**config.mk**
```make
export PLATFORM = sky130hd
export DESIGN_NAME = byte_lane_sched
export DESIGN_NICKNAME = d
export VERILOG_FILES = /design/src/rtl/phy_pkg.sv /design/src/rtl/rr_arbiter.sv /design/src/rtl/byte_lane_sched.sv
export SDC_FILE = /design/constraint.sdc
export NUM_CORES = 1
export LEC_CHECK = 0
export BUFFER_PORTS_ARGS = -buffer_cell sky130_fd_sc_hd__buf_2
export CORE_MARGIN = 4
export CORE_UTILIZATION = 45
export CTS_BUF_LIST = sky130_fd_sc_hd__clkbuf_8 sky130_fd_sc_hd__clkbuf_16
export DETAILED_ROUTE_END_ITERATION = 10
export GPL_ROUTABILITY_DRIVEN = 0
export PLACE_DENSITY = 0.87
export RECOVER_POWER = 50
export SLEW_MARGIN = 10
export SYNTH_ARGS = -nofsm -noshare
export SYNTH_HDL_FRONTEND = slang
export SYNTH_SLANG_ARGS = --single-unit
```
**constraint.sdc**
```tcl
create_clock -name clk_4f -period 5.4 [get_ports clk_4f]
set_input_delay 1.08 -clock clk_4f [delete_from_list [all_inputs] [get_ports clk_4f]]
set_output_delay 1.08 -clock clk_4f [all_outputs]
set_load 0.02 [all_outputs]
```
**src/rtl/phy_pkg.sv**
```systemverilog
// phy_pkg: shared widths, frame phases and byte selection
// for the byte-lane serializer.
package phy_pkg;

  localparam int BYTES_PER_WORD = 4;
  localparam int WORD_W = 32;
  localparam int BYTE_W = 8;

  typedef logic [$clog2(BYTES_PER_WORD)-1:0] phase_t;

  localparam phase_t PH_B0 = 2'd0;
  localparam phase_t PH_B1 = 2'd1;
  localparam phase_t PH_B2 = 2'd2;
  localparam phase_t PH_B3 = 2'd3;

  // MSB-first: phase 0 carries the top byte.
  function automatic logic [BYTE_W-1:0] word_byte(
    input logic [WORD_W-1:0] w,
    input phase_t            ph
  );
    logic [BYTE_W-1:0] b;
    b = '0;
    unique case (ph)
      PH_B0: b = w[31:24];
      PH_B1: b = w[23:16];
      PH_B2: b = w[15:8];
      PH_B3: b = w[7:0];
    endcase
    return b;
  endfunction

endpackage

```
**src/rtl/rr_arbiter.sv**
```systemverilog
// rr_arbiter: combinational round-robin pick, searching
// upward from the slot after the last winner.
module rr_arbiter #(
  parameter int NUM_REQ = 4,
  parameter int ID_W    = 2
) (
  input  logic [NUM_REQ-1:0] req_i,
  input  logic [ID_W-1:0]    last_i,
  input  logic               en_i,
  output logic [NUM_REQ-1:0] gnt_o,
  output logic [ID_W-1:0]    idx_o,
  output logic               any_o
);

  always_comb begin
    int j;
    gnt_o = '0;
    idx_o = '0;
    any_o = 1'b0;
    j     = 0;
    for (int k = 1; k <= NUM_REQ; k++) begin
      j = int'(last_i) + k;
      if (j >= NUM_REQ) j = j - NUM_REQ;
      if (en_i && !any_o && req_i[j]) begin
        any_o    = 1'b1;
        gnt_o[j] = 1'b1;
        idx_o    = ID_W'(j);
      end
    end
  end

endmodule

```
**src/rtl/byte_lane_sched.sv**
```systemverilog
// byte_lane_sched: round-robin word scheduler serializing
// one 32-bit word per 4-cycle phase-aligned byte frame.
module byte_lane_sched
  import phy_pkg::*;
#(
  parameter int NUM_REQ = 4,
  parameter int ID_W    = 2
) (
  input  logic                      clk_4f,
  input  logic                      reset,
  input  logic                      sched_en,
  input  logic [NUM_REQ-1:0]        req_valid,
  input  logic [NUM_REQ*WORD_W-1:0] req_data,
  output logic [NUM_REQ-1:0]        req_pop,
  output logic                      valid_out,
  output logic [BYTE_W-1:0]         data_out,
  output logic [ID_W-1:0]           chan_out,
  output logic                      frame_start,
  output logic                      busy
);

  phase_t              ph_q, ph_d;
  logic [ID_W-1:0]     rr_q, rr_d;
  logic [WORD_W-1:0]   word_q, word_d;
  logic                valid_q, valid_d;
  logic [BYTE_W-1:0]   data_q, data_d;
  logic [ID_W-1:0]     chan_q, chan_d;
  logic                start_q, start_d;

  logic                arb_en;
  logic [NUM_REQ-1:0]  gnt;
  logic [ID_W-1:0]     gnt_idx;
  logic                gnt_any;
  logic [WORD_W-1:0]   sel_word;

  assign arb_en = (ph_q == PH_B3) && sched_en && !reset;

  rr_arbiter #(
    .NUM_REQ (NUM_REQ),
    .ID_W    (ID_W)
  ) u_arb (
    .req_i  (req_valid),
    .last_i (rr_q),
    .en_i   (arb_en),
    .gnt_o  (gnt),
    .idx_o  (gnt_idx),
    .any_o  (gnt_any)
  );

  always_comb begin
    sel_word = '0;
    for (int i = 0; i < NUM_REQ; i++) begin
      if (gnt[i]) sel_word = req_data[i*WORD_W +: WORD_W];
    end
  end

  always_comb begin
    ph_d    = ph_q + 2'd1;
    rr_d    = rr_q;
    word_d  = word_q;
    valid_d = valid_q;
    data_d  = '0;
    chan_d  = chan_q;
    start_d = 1'b0;
    if (ph_q == PH_B3) begin
      // Grant edge: next frame loads while the last byte drains.
      valid_d = gnt_any;
      start_d = gnt_any;
      if (gnt_any) begin
        word_d = sel_word;
        rr_d   = gnt_idx;
        chan_d = gnt_idx;
        data_d = word_byte(sel_word, PH_B0);
      end
    end else if (valid_q) begin
      data_d = word_byte(word_q, ph_d);
    end
  end

  always_ff @(posedge clk_4f) begin
    if (reset) begin
      ph_q    <= PH_B3;
      rr_q    <= ID_W'(NUM_REQ - 1);
      word_q  <= '0;
      valid_q <= 1'b0;
      data_q  <= '0;
      chan_q  <= '0;
      start_q <= 1'b0;
    end else begin
      ph_q    <= ph_d;
      rr_q    <= rr_d;
      word_q  <= word_d;
      valid_q <= valid_d;
      data_q  <= data_d;
      chan_q  <= chan_d;
      start_q <= start_d;
    end
  end

  assign req_pop     = gnt;
  assign valid_out   = valid_q;
  assign data_out    = data_q;
  assign chan_out    = chan_q;
  assign frame_start = start_q;
  assign busy        = valid_q;

endmodule
```
==> results of run 1 <==
==> cell type report <==
| type | count | area, um^2 |
|---|---|---|
| clock buffer | 6 | 82.6 |
| tap | 96 | 120 |
| sequential | 48 | 961 |
| multi-input combinational | 246 | 1920 |
| timing repair buffer | 158 | 788 |
| fill | 641 | 2880 |
| clock inverter | 2 | 13.8 |
| inverter | 17 | 63.8 |
==> registers in the layout, summed over array words and instances, names as in the netlist <==
signal	flops
word_q	32
data_out	8
chan_out	2
busy	1
frame_start	1
ph_q	2
rr_q	2
==> report_power, final <==
part	internal (mW)	total [mW]	switching [mW]
registers	0.390	0.413	0.0229
logic	0.114	0.256	0.142
clock network	0.105	0.227	0.122
total	0.609	0.896	0.288
==> per-stage QoR <==
stage	util, %	total power, mW	cells
finish	57.8	0.896	573
global placement	57.5	0.673	565
floorplan	-	0.587	342
CTS	58.9	0.908	573
detailed placement	57.5	0.683	565
global route	57.8	0.942	573
==> kinds of logic after synthesis <==
kind of cell | synth area share [%]
DFF | 30.1
and+or+nand+nor | 10.3
AOI/OAI and AO/OA | 42.5
muxes | 4.19
adders and majority gates | 4.70
buffers and inverters | 8.26
==> path summary, 6_finish.rpt <==
check,from,to
worst max-delay path,rr_q[0]$_SDFFE_PP1P_,req_pop[1]
worst min-delay path,word_q[26]$_SDFFE_PP0P_,word_q[26]$_SDFFE_PP0P_
worst max register to register,rr_q[0]$_SDFFE_PP1P_,data_out[5]$_SDFF_PP0_
worst min register to register,word_q[26]$_SDFFE_PP0P_,word_q[26]$_SDFFE_PP0P_
==> metal layers <==
metal	track usage (%)	vias to the layer above	wire length, um	part of all wire, %
met3	3.69	17	667	6.7
met2	38.7	153	4750	47
met4	7.30	0	216	2.2
met1	28.2	1528	4400	44
met5	0	-	0	0
li1	-	1603	-	-
==> cell usage in the layout (no fill, tap or decap), drive strengths merged <==
cell / n
buf: 143
o21ai: 59
dfxtp: 48
a221oi: 34
a22oi: 24
clkbuf: 21
nand2: 20
a21o: 18
inv: 18
ha: 12
nor3: 11
nand3: 9
a222oi: 8
a211oi: 8
nor2: 6
nor2b: 5
a21oi: 5
mux4: 4
nand3b: 3
mux2: 3
nand2b: 3
or2: 2
o21a: 1
o221a: 1
and3b: 1
and3: 1
a31o: 1
a32oi: 1
o2bb2ai: 1
and2: 1
mux2i: 1
nor3b: 1
o311ai: 1
a211o: 1
clkinv: 1
==> worst register-to-register path, delay by kind of cell, from the launching register on <==
kind / cells / cell delay (ns)
multiplexers: 1 / 0.58
adder cells (fa/ha/maj): 1 / 0.41
buffers and inverters: 4 / 1.29
AO/OA/AOI/OAI: 4 / 1.20
AND/OR/NAND/NOR: 1 / 0.09
flip-flops: 1 / 0.66
==> out/results.ini, run 1 <==
[outcome]
status = finished clean

[cts]
cts.sinks = 48
cts_setup_buffers = 0
cts_tree = built
clockBufferDepth = 2
holdBufCountCts = 0
cts_resized = 0
cts_buffers = 5
h-tree-depth = 2
root_buffer = clkbuf_8
clkLatencyLatePin_ns = 0.30
clk_pin_slew_ns = 0.09

[sta]
min_period_ns = 4.32
setup_tns_ns = 0
tightestPinTransition_ns = 1.13
drv_slew = 0
fin_crit_sh_pct = 80.1
rsz0062_at_grt = false
slew_headroom_pct = 24.7
post-route-worst-setup-slack_ns = 1.08
finalHoldViolCount = 0
clock.fmax_mhz = 231
fin_worst_skew_ns = 0.00875
report.final.setup_viol = 0
whs_ns = 0.463

[routing]
drt_iter0_markers = 301
route.detailed.vias_per_inst = 5.76
dr.pass1.iters = 7
wirelength_mm = 10.0
postRouteAntennaNets = 0
drcViolationCount = 0
num_vias = 3301
avgRoutedWirePerCell_um = 17.5

[worst_setup_path]
required_ns = 4.32
cp.depth = 8
worstPathCellList = inv_1 -> ha_1 -> mux4_2 -> nor2b_1 -> nand2_1 -> o221a_1 -> inv_1 -> buf_2
worstPathArrival_ns = 3.24
critPathTopFamily = flip-flops
critPathLaunchType = flip-flop
max_stage_delay_ns = 0.66
cp_num_buf_inv = 3
ff2ff_setup_slack_ns = 1.12
worstPathMaxFanout = 14
critPathKind = flip-flop to output port
rr_worst_depth = 11
worst_path_most_repeated_cell = inv_1
crit_slowest_cell = dfxtp_1
end_kind = output port

[floorplan]
coreArea_mm2 = 0.00683
dieArea_mm2 = 0.00851
die_h_um = 92.3
dieWidth_um = 92.3
start_util_pct = 46.8
rows = 30
io_pins = 152

[logic_synthesis]
synthFlopType = dfxtp_1
synth_edf_count = 0
ys_top_cells_by_count = 48 x dfxtp_1, 35 x o21ai_0, 29 x a221oi_2, 24 x a22oi_1, 24 x o21ai_1
ys_top_cells_by_area = dfxtp_1 30%, a221oi_2 14%, a22oi_1 5.6%, o21ai_0 5.5%, ha_1 4.7%
ys_ff_latch = 48
syn_area_per_cell_um2 = 9.34
synth_area_mm2 = 0.00319
synth_most_common_cell = dfxtp_1
synth_nets = 489
synth.top_cell.area_share_pct = 30.1
yosys_warnings = 0
yosysSeqAreaShare_pct = 30.1
synth_area_leader_cell = dfxtp_1
yosysUniqueCellTypes = 45
synth-async-reset-ratio_pct = 0
syn_inst = 342

[global_route]
grt_max_degree = 50
grt_pass1_wl_mm = 15.6
overflow = 0
antenna_found_initial = 0
grt_usage_pct = 22.3
grt_pass1_vias = 3341

[hold_path]
hold_depth = 1
hold_path_class = flip-flop to flip-flop

[cells_and_area]
postLayoutCellArea_mm2 = 0.00395
n_antenna_cell = 0
drive_gt1_share_pct = 40.3
syn_to_final_growth_pct = 23.7
nets = 623

[placed_design]
numPortBuffers = 151
dpl.hpwl_mm = 7.58
post_dp_cell_area_mm2 = 0.00393
dp_slack_ns = 1.33

[job]
maxCapViolations = 0

[pwr]
power.leakage_nw = 1.77
p_per_area_mw_per_mm2 = 227
vdd_ir_drop_max_v = 0.000128

No activity file was read; power rests on OpenSTA's default activity.
==> inputs of run 2 (changes only) <==
--- a/config.mk
+++ b/config.mk
@@ -7,7 +7,7 @@
 export LEC_CHECK = 0
 export BUFFER_PORTS_ARGS = -buffer_cell sky130_fd_sc_hd__buf_2
 export CORE_MARGIN = 4
-export CORE_UTILIZATION = 45
+export CORE_UTILIZATION = 43
 export CTS_BUF_LIST = sky130_fd_sc_hd__clkbuf_8 sky130_fd_sc_hd__clkbuf_16
 export DETAILED_ROUTE_END_ITERATION = 10
 export GPL_ROUTABILITY_DRIVEN = 0
==> constraint.sdc (replaced) <==
create_clock -name clk_4f -period 3.9 [get_ports clk_4f]
set_input_delay 0.78 -clock clk_4f [delete_from_list [all_inputs] [get_ports clk_4f]]
set_output_delay 0.78 -clock clk_4f [all_outputs]
set_load 0.02 [all_outputs]
==> run 2 against run 1 <==
Clock skew up 0.00092 ns. Critical path type unchanged. Flip-flop and latch count unchanged. Power up 51%. Cell area up 2.0%. Routed wire length up 1.8%. Combinational power up 41%. Global-route usage down 0.60 points. Sequential share of layout area down 0.45 points. Setup slack worse by 0.78 ns. Cell count up 1.0%. First-iteration DRC count down 22%. Core utilization down 2.3 points.
==> out/results.ini, run 2 (synthesized netlist as in run 1, its figures left out) <==
[outcome]
status = finished clean  ; unchanged

[floorplan]
die_h_um = 94.2  ; was 92.3 um
coreArea_mm2 = 0.00725  ; was 0.00683 mm^2
dieArea_mm2 = 0.00887  ; was 0.00851 mm^2
dieWidth_um = 94.2  ; was 92.3 um
io_pins = 152  ; unchanged
rows = 31  ; was 30
start_util_pct = 44.0  ; was 46.8%

[pwr]
vdd_ir_drop_max_v = 0.000186  ; was 0.000128 V
p_per_area_mw_per_mm2 = 336  ; was 227 mW/mm^2
power.leakage_nw = 1.80  ; was 1.77 nW
power.total_mw = 1.36  ; was 896 uW

[sta]
whs_ns = 0.463  ; about the same
report.final.setup_viol = 0  ; unchanged
fin_worst_skew_ns = 0.00967  ; was 0.00875 ns
clock.fmax_mhz = 277
rsz0062_at_grt = false  ; unchanged
finalHoldViolCount = 0  ; unchanged
slew_headroom_pct = 20.0  ; was 24.7%
post-route-worst-setup-slack_ns = 0.291  ; was 1.08 ns
drv_slew = 0  ; unchanged
tightestPinTransition_ns = 1.20  ; was 1.13 ns
fin_crit_sh_pct = 92.5
setup_tns_ns = 0  ; unchanged
min_period_ns = 3.61

[routing]
postRouteAntennaNets = 0  ; unchanged
wirelength_mm = 10.2  ; was 10.0 mm
dr.pass1.iters = 6  ; was 7
avgRoutedWirePerCell_um = 17.6  ; was 17.5 um
drcViolationCount = 0  ; unchanged
drt_iter0_markers = 236  ; was 301
route.detailed.vias_per_inst = 5.76  ; about the same
num_vias = 3333  ; was 3301

[cells_and_area]
top_register = word_q  ; unchanged
layout_commonest_cell = buf_2  ; unchanged
postLayoutCellArea_mm2 = 0.00403  ; was 0.00395 mm^2
largest_reg_flops = 32  ; unchanged
drive_gt1_share_pct = 41.7  ; was 40.3%
final_cell_mix = 137 x buf_2, 47 x dfxtp_1, 35 x o21ai_0  ; was 137 x buf_2, 48 x dfxtp_1, 35 x o21ai_0
nFillCells = 656  ; was 641
syn_to_final_growth_pct = 26.2  ; was 23.7%
nets = 626  ; was 623
seqCellArea_um2 = 962  ; was 961 um^2
multi_input_area_mm2 = 0.00193  ; was 0.00192 mm^2
n_antenna_cell = 0  ; unchanged

[cts]
holdBufCountCts = 0  ; unchanged
root_buffer = clkbuf_8  ; unchanged
cts_buffers = 5  ; unchanged
cts_tree = built  ; unchanged
clkLatencyLatePin_ns = 0.29  ; was 0.30 ns
h-tree-depth = 2  ; unchanged
cts_setup_buffers = 0  ; unchanged
clk_pin_slew_ns = 0.09  ; about the same
cts.sinks = 48  ; unchanged
clockBufferDepth = 2  ; unchanged

[worst_setup_path]
critPathLaunchType = flip-flop  ; unchanged
worstPathArrival_ns = 2.83  ; was 3.24 ns
worstPathMaxFanout = 11  ; was 14
rr_worst_depth = 10  ; was 11
end_kind = output port  ; unchanged
crit_end = req_pop[1]  ; unchanged
crit_start = rr_q[1]$_SDFFE_PP1P_  ; was rr_q[0]$_SDFFE_PP1P_
ff2ff_setup_slack_ns = 0.43  ; was 1.12 ns
r2r_end = word_q[26]$_SDFFE_PP0P_  ; was data_out[5]$_SDFF_PP0_
critPathKind = flip-flop to output port  ; unchanged
rr_startpoint = rr_q[1]$_SDFFE_PP1P_  ; was rr_q[0]$_SDFFE_PP1P_
required_ns = 3.12  ; was 4.32 ns

[global_route]
grt_pass1_vias = 3243  ; was 3341
grt_max_degree = 33  ; was 50
grt_pass1_wl_mm = 15.4  ; was 15.6 mm
overflow = 0  ; unchanged
antenna_found_initial = 0  ; unchanged
grt_usage_pct = 21.8  ; was 22.3%

[placed_design]
post_dp_cell_area_mm2 = 0.00395  ; was 0.00393 mm^2
dpl.hpwl_mm = 7.81  ; was 7.58 mm
numPortBuffers = 151  ; unchanged
dp_slack_ns = 0.506  ; was 1.33 ns

[hold_path]
hold_path_class = flip-flop to flip-flop  ; unchanged

[job]
maxCapViolations = 0  ; unchanged

-- run 2: power by group --
group | switching, mW | internal, mW | leakage [nW]
clock | 0.167 | 0.258 | 0.0687
combinational | 0.200 | 0.161 | 1.34
sequential | 0.0297 | 0.540 | 0.391
total | 0.397 | 0.958 | 1.80
-- run 2: worst min-delay path by stage --
| stage | start | endpoint | cells after the start |
|---|---|---|---|
| final | chan_out[0]$_SDFFE_PP0P_ | chan_out[0]$_SDFFE_PP0P_ | 2 |
| after global placement | word_q[30]$_SDFFE_PP0P_ | word_q[30]$_SDFFE_PP0P_ | 1 |
| after floorplan | ph_q[0]$_SDFF_PP1_ | ph_q[0]$_SDFF_PP1_ | 1 |
| after global routing | word_q[30]$_SDFFE_PP0P_ | word_q[30]$_SDFFE_PP0P_ | 1 |
| after CTS | chan_out[0]$_SDFFE_PP0P_ | chan_out[0]$_SDFFE_PP0P_ | 2 |
| after detailed placement | word_q[29]$_SDFFE_PP0P_ | word_q[29]$_SDFFE_PP0P_ | 1 |
-- run 2: critical path: stages, from the launching register on --
cell and delay, ns:
dfxtp_2 0.41, inv_2 0.10, ha_1 0.37, mux4_2 0.57, inv_1 0.14, nand2_1 0.09
o221a_2 0.39, inv_2 0.24, buf_2 0.22
-- run 2: final cells by class --
cell class,count,share of cell area [%]
Multi-Input combinational cell,246,48.0
Timing Repair Buffer,161,20.1
Tap cell,99,3.07
Clock buffer,5,1.71
Inverter,17,1.58
Clock inverter,3,1.71
Sequential cell,48,23.9
-- run 2: what timing repair did --
| action | 4_1_cts | 5_1_grt |
|---|---|---|
| endpoints found under the setup margin | 0 | 1 |
| gates resized for setup | 0 | 1 |
| hold endpoints to repair | 0 | 0 |
-- run 2: layer usage --
metal	up-vias	routed length [um]	global-route usage, %
met5	-	0	0
met4	0	78	4.81
met3	9	826	3.13
met2	157	4980	38.8
met1	1566	4320	27.6
li1	1601	-	-
-- run 2: stage by stage --
step / std cells / utilization [%]
2_1_floorplan: 342 / -
3_3_place_gp: 571 / 54.5
3_5_place_dp: 571 / 54.5
4_1_cts: 579 / 56.4
5_1_grt: 579 / 55.6
6_report: 579 / 55.6
